<file path="src/rtl/data_cal_seq.sv">
// rtl/data_cal_seq.sv - issues sel 1..3 to one nibble-add datapath and bundles the three sums
// Optional response timeout enabled by DATA_CAL_SEQ_TIMEOUT_EN.
module data_cal_seq #(
  parameter int TO_CYC = 16
) (
  input  logic        clk,
  input  logic        rst,
  input  logic        in_valid,
  output logic        in_ready,
  input  logic [15:0] d_in,
  output logic [15:0] cal_d,
  output logic [1:0]  cal_sel,
  input  logic [4:0]  cal_out,
  input  logic        cal_validout,
  output logic        out_valid,
  input  logic        out_ready,
  output logic [14:0] out_sums,
  output logic [6:0]  out_total,
  output logic        out_err,
  output logic        busy
);

  typedef enum logic [1:0] {IDLE, ISSUE, WAIT, DONE} state_t;

  state_t      state;
  logic [15:0] d_hold;
  logic [1:0]  step;
  logic [1:0]  rsp_cnt;
  logic [4:0]  res1, res2, res3;

  logic        active;
  logic [1:0]  rsp_nxt;
  logic [4:0]  r1n, r2n, r3n;
  logic        to_hit;
  logic        finish;

  assign in_ready = (state == IDLE);
  assign cal_d    = d_hold;
  assign active   = (state == ISSUE) || (state == WAIT);

  // Responses are counted by arrival, independent of which sel produced them.
  always_comb begin
    rsp_nxt = rsp_cnt;
    r1n     = res1;
    r2n     = res2;
    r3n     = res3;
    if (active && cal_validout && rsp_cnt != 2'd3) begin
      rsp_nxt = rsp_cnt + 2'd1;
      case (rsp_cnt)
        2'd0:    r1n = cal_out;
        2'd1:    r2n = cal_out;
        default: r3n = cal_out;
      endcase
    end
  end

  assign finish = active && ((rsp_nxt == 2'd3) || to_hit);

`ifdef DATA_CAL_SEQ_TIMEOUT_EN
  logic [4:0] to_cnt;

  // Fires on the edge where the counter reaches TO_CYC; a 3rd response on that edge wins.
  assign to_hit = active && (to_cnt + 5'd1 == 5'(TO_CYC)) && (rsp_nxt != 2'd3);

  always_ff @(posedge clk or negedge rst) begin
    if (!rst) begin
      to_cnt  <= 5'd0;
      out_err <= 1'b0;
    end else begin
      if (state == IDLE && in_valid)
        to_cnt <= 5'd0;
      else if (active)
        to_cnt <= to_cnt + 5'd1;
      if (finish)
        out_err <= to_hit;
    end
  end
`else
  logic unused_to_cyc;
  assign unused_to_cyc = (TO_CYC != 0);
  assign to_hit  = 1'b0;
  assign out_err = 1'b0;
`endif

  always_ff @(posedge clk or negedge rst) begin
    if (!rst) begin
      state     <= IDLE;
      d_hold    <= 16'd0;
      step      <= 2'd0;
      rsp_cnt   <= 2'd0;
      res1      <= 5'd0;
      res2      <= 5'd0;
      res3      <= 5'd0;
      cal_sel   <= 2'd0;
      out_valid <= 1'b0;
      out_sums  <= 15'd0;
      out_total <= 7'd0;
      busy      <= 1'b0;
    end else begin
      case (state)
        IDLE: begin
          if (in_valid) begin
            d_hold  <= d_in;
            step    <= 2'd1;
            cal_sel <= 2'd1;
            rsp_cnt <= 2'd0;
            res1    <= 5'd0;
            res2    <= 5'd0;
            res3    <= 5'd0;
            busy    <= 1'b1;
            state   <= ISSUE;
          end
        end
        ISSUE, WAIT: begin
          rsp_cnt <= rsp_nxt;
          res1    <= r1n;
          res2    <= r2n;
          res3    <= r3n;
          if (state == ISSUE) begin
            if (step == 2'd3) begin
              cal_sel <= 2'd0;
              state   <= WAIT;
            end else begin
              step    <= step + 2'd1;
              cal_sel <= step + 2'd1;
            end
          end
          // Completion overrides sequencing, even mid-ISSUE.
          if (finish) begin
            cal_sel   <= 2'd0;
            out_valid <= 1'b1;
            out_sums  <= {r3n, r2n, r1n};
            out_total <= {2'b00, r1n} + {2'b00, r2n} + {2'b00, r3n};
            state     <= DONE;
          end
        end
        DONE: begin
          if (out_ready) begin
            out_valid <= 1'b0;
            busy      <= 1'b0;
            state     <= IDLE;
          end
        end
        default: state <= IDLE;
      endcase
    end
  end

endmodule
</file>
<file path="config.mk">
export PLATFORM = sky130hd
export DESIGN_NAME = data_cal_seq
export DESIGN_NICKNAME = d
export VERILOG_FILES = /design/src/rtl/data_cal_seq.sv
export SDC_FILE = /design/constraint.sdc
export NUM_CORES = 1
export LEC_CHECK = 0
export CELL_PAD_IN_SITES_DETAIL_PLACEMENT = 0
export CELL_PAD_IN_SITES_GLOBAL_PLACEMENT = 1
export CORE_UTILIZATION = 40
export DETAILED_ROUTE_END_ITERATION = 8
export GPL_ROUTABILITY_DRIVEN = 0
export PLACE_DENSITY = 0.81
export SYNTH_ARGS = -nofsm -noshare
export SYNTH_HDL_FRONTEND = slang
export SYNTH_SLANG_ARGS = --single-unit
</file>
<file path="constraint.sdc">
create_clock -name clk -period 3.98 [get_ports clk]
set_input_delay 0.796 -clock clk [delete_from_list [all_inputs] [get_ports clk]]
set_output_delay 0.796 -clock clk [all_outputs]
set_load 0.01 [all_outputs]
</file>
[Word-level counts from Yosys, hierarchy flattened]
Index checks and enable logic that the tools add are counted.
Storage, ports and cells
  flip-flop bits (word level): 63
  input bits: 26
  output and inout port bits: 44
  logic and storage cells: 80
Operators by class
  $add $sub $neg: 4
  eq/ne operators: 14
  mux-type cells: 31
  reduce and logical (&&, ||, !) cells: 19
Operator list (number)
  2-to-1 mux 5 bit: 7
  one-hot mux 5 bit (2 select lines): 3
  2-to-1 mux 2 bit: 12
  != test 2 bit (second input constant): 6
  one-hot mux 2 bit (2 select lines): 3
  AND reduction 3 bit: 3
  equality test 2 bit (second input constant): 4
  AND reduction 4 bit: 2
  adder 6 x 5 -> 7 bit: 1
  adder 5 x 5 -> 6 bit: 1
  != test 3 bit (second input constant): 2
  one-hot mux 2 bit (3 select lines): 1
  AND reduction 2 bit: 3
  nonzero test 2 bit: 3
  adder 2 x 1 -> 2 bit (second input constant): 2
  equality test 2 x 1 -> 1 bit (second input constant): 2
  zero test 2 bit: 2
  one-hot mux 1 bit (2 select lines): 2
  OR reduction 2 bit: 2
  logical AND 1 bit: 3
  2-to-1 mux 1 bit: 3
  logical OR 1 bit: 1

[Longest topological paths before layout]
  word-level depth: 9
  gate-level depth with buffers: 17
  gate-level depth less buffers: 15

[Worst setup path before layout]
No wires, ideal clock.
  path type: flip-flop to flip-flop
  start point: register state[0]
  end point: register out_total[5]
  setup time: 0.125 ns
  data arrival time: 3.221 ns
  data required time: 3.855 ns
  setup slack: 0.635 ns
  stages on the path, launching flop included: 18
  path buffers: 2
  clock period less this slack: 3.345 ns
  cell sequence: dfrtp_1 inv_1 ha_1 buf_2 nand4b_1 buf_2 nand2_1 o221ai_1 a21oi_1 ha_1 o21bai_1 ha_1 inv_1 fa_1 nand2b_1 a21oi_1 xor2_1 mux2_2
On the way
  longest elaborated chain between the ends: 8
  elaborated cells on any way between the ends: 15
  those cells by class: 2 x add/sub; 3 x eq/ne; 4 x mux; 6 x reduce/logical
RTL lines
  start, declared: RTL line 25  | state_t state;
  start signal, assigned: RTL line 87  | state <= IDLE;
  start signal, assigned: RTL line 111  | state <= ISSUE;
  start signal, assigned: RTL line 122  | state <= WAIT;
  branches (longest 8 deep; another with adder 6 x 5 -> 7 bit)
  end signal, assigned: RTL line 133  | out_total <= {2'b00, r1n} + {2'b00, r2n} + {2'b00, r3n};
  end, declared: RTL line 18  | output logic [6:0] out_total,
Parallel ways; which one is timed is not known.
A chain may end at the register's enable or synchronous reset.

[Worst setup path after layout]
  start point: input port cal_validout
  end point: register out_total[5]
On the way
  elaborated cells on any way between the ends: 11
  those cells by class: 2 x add/sub; 1 x eq/ne; 4 x mux; 4 x reduce/logical
RTL lines
  start, declared: RTL line 14  | input logic cal_validout,
  logical AND 1 bit (2 in series): RTL line 47  | if (active && cal_validout && rsp_cnt != 2'd3) begin
  2-to-1 mux 5 bit: RTL line 47
  net r3n[0]: RTL line 33  | logic [4:0] r1n, r2n, r3n;
  adder 6 x 5 -> 7 bit: RTL line 133
The timed path passes the listed nets, and every way through them passes these cells.

==> results.toml <==
[status]
outcome = "complete, no violations"

[routing]
drtPass1Iterations = 4
wl_um = 8010
dr_total_vias = 2719
drt_iter0_markers = 104
routedWlPerCell_um = 15.8
postRouteAntennaNets = 0
routed_via_density = 5.35
drc = 0

[clock_tree]
cts_resized = 0
cts_tree = "done"
ctsHtreeMaxLevel = 3
cts_buffers = 9
path_clk_slew_ns = 0.08
post_cts_buffers = 0
clk_path_buf_depth = 2
insertion_delay_ns = 0.35
cts-root-buf = "clkbuf_8"
ctsHoldBuffers = 0
cts.sinks = 63

[timing]
finalMaxSlewViolations = 0
min_period_over_period_pct = 90.3
fin_tns_setup_ns = 0
setup_violations = 0
post-route-min-period_ns = 3.59
worst-slew-pin-transition_ns = 0.863
slew_headroom_pct = 41.9
fmax_mhz = 278
hold_viol = 0
rsz0062_at_grt = "no"
fin_skew_ns = 0.0126

[die]
die_h_um = 94.4
placementRows = 33
start_util_pct = 41.4
core_mm2 = 0.00826
fp.dieW_um = 94.4
dieArea_mm2 = 0.00892
pin_count = 70

[worst_setup_path]
crit_required_ns = 4.21
crit_slowest_cell = "clkdlybuf4s50_1"
cpMostUsedCell = "ha_1"
reg2regPathDepth = 15
critPathLaunchType = "input port"
crit_buf_inv = 3
critPathMaxFanout = 6
crit_path_cell_trace = "clkdlybuf4s50_1, nand3b_1, or3_1, buf_4, mux2_4, ha_1, o21bai_1, ha_1, inv_1, fa_1, nand2b_1, a21oi_1, xor2_1, mux2_2"
worstPathArrival_ns = 3.82
end_kind = "flop"
path_class = "input port to flop"
crit_family = "buffers and inverters"
slowest_delay_ns = 0.57
worstSetupPathDepth = 14

[power_and_ir_drop]
leakage_nw = 2.01
p_comb_share_pct = 55.9
p_sw_mw = 1.67
swShare_pct = 39.7
power_mw = 4.20
seq_power_share_pct = 27.2
pwr-share-clk_pct = 17.0
cellPowerDensity_mw_per_mm2 = 941
p_int_mw = 2.53
irDropWorstVdd_v = 0.000371

[cells_and_area]
diodes = 0
layout-drive-gt1-share_pct = 15.4
syn_to_final_growth_pct = 30.6
fin_nets = 442
final_area_mm2 = 0.00446
layout_common_cells = "67 x clkdlybuf4s50_1, 63 x dfrtp_1, 51 x nand2_1"
final_common_cell = "clkdlybuf4s50_1"

[global_routing]
antenna_found_initial = 0
grt_overflow = 0
grt_max_degree = 38
track_usage_pct = 19.9
grt_pass1_vias = 2802
grt_pass1_wl_um = 13600

[synthesis]
synthCells = 329
syn_area_per_cell_um2 = 10.4
synth_edf_count = 0
synthesis.area_mm2 = 0.00342
ys_seq_area_share_pct = 46.1
ys_seq_elements = 63
synth-main-ff-cell = "dfrtp_1"
synth_nets = 373
ys.warnings.count = 0
synthArstFlopShare_pct = 100
ys_types = 46

[place]
dp_hpwl_um = 5550
portBuffers = 68
dpl_cell_area_mm2 = 0.00421

[min_path]
hp-class = "input port to asynchronous set/reset pin"

[flow_run]
cap_viol_max_count = 0
state kept, by name, indices dropped and copies added, names as in the netlist:
signal,cells
res2,5
out_sums,15
res1,5
out_total,7
out_valid,1
busy,1
cal_d,16
state,2
rsp_cnt,2
cal_sel,2
step,2
res3,5
cells in the mapped netlist (5+ instances only):
| cell | n | area share, % |
|---|---|---|
| dfrtp_1 | 63 | 46 |
| nand2_1 | 51 | 5.6 |
| mux2_2 | 28 | 9.2 |
| a21oi_1 | 20 | 2.9 |
| clkbuf_1 | 16 | 1.8 |
| ha_1 | 15 | 5.5 |
| inv_1 | 15 | 1.6 |
| o21ai_0 | 15 | 2.2 |
| nor2_1 | 9 | 0.99 |
| o22ai_1 | 7 | 1.3 |
| a22o_1 | 6 | 1.5 |
| a41oi_1 | 6 | 1.5 |
| mux2i_1 | 6 | 1.8 |
| a22oi_1 | 5 | 1.1 |
| a32oi_1 | 5 | 1.3 |
| nand2b_1 | 5 | 0.92 |
metrics by stage:
step / utilization (%) / worst slack [ns] / std cells / hold WS (ns)
3_3_place_gp: 51.0 / 0.0868 / 492 / 0.475
2_1_floorplan: - / 0.635 / 329 / 0.460
5_1_grt: 54.0 / 0.194 / 508 / 0.524
3_5_place_dp: 51.0 / 0.0501 / 492 / 0.487
6_report: 54.0 / 0.387 / 508 / 0.483
4_1_cts: 54.0 / 0.408 / 508 / 0.505
path summary, 6_finish.rpt:
path,startpoint,to,slack (ns)
min in group clk,out_total[1],out_total[1],0.50
setup reg to reg,state[0],out_total[5],0.51
max in group asynchronous,rst,rsp_cnt[0],2.59
hold / removal,rst,out_sums[6],0.48
hold reg to reg,out_total[1],out_total[1],0.50
setup / recovery,cal_validout,out_total[5],0.39
cell type report:
cell class,instances,area [µm²]
multi-input combinational,230,1690
sequential,63,1580
tap,105,131
inverter,15,56.3
clock inverter,7,125
timing repair buffer,79,758
clock buffer,9,124
fill,761,3790
power groups by stage:
stage	registers [mW]	clock network [mW]	logic (mW)
6_report	1.14	0.712	2.35
5_1_grt	1.19	0.757	2.63
4_1_cts	1.14	0.731	2.38
3_5_place_dp	1.15	0	2.37
3_3_place_gp	1.14	0	2.34
2_1_floorplan	1.21	0	1.46
kinds of logic (layout without fill, tap and decap cells):
| group | after synthesis | count (layout) | synth area share [%] |
|---|---|---|---|
| compound gates | 87 | 87 | 17.2 |
| xor+xnor | 6 | 6 | 1.54 |
| fa+ha+maj | 18 | 18 | 7.25 |
| buf+inv | 36 | 110 | 4.39 |
| flops | 63 | 63 | 46.1 |
| mux | 39 | 39 | 13.1 |
| other cells | 1 | 1 | 0.110 |
| simple gates | 79 | 79 | 10.3 |
routing by layer:
layer  track usage (%)  share of wire [%]
met4              7.31                1.7
met3              6.84                6.6
met2              31.5                 47
met5                 0                  0
met1              25.1                 45
Power figures use the tool's default switching activity.
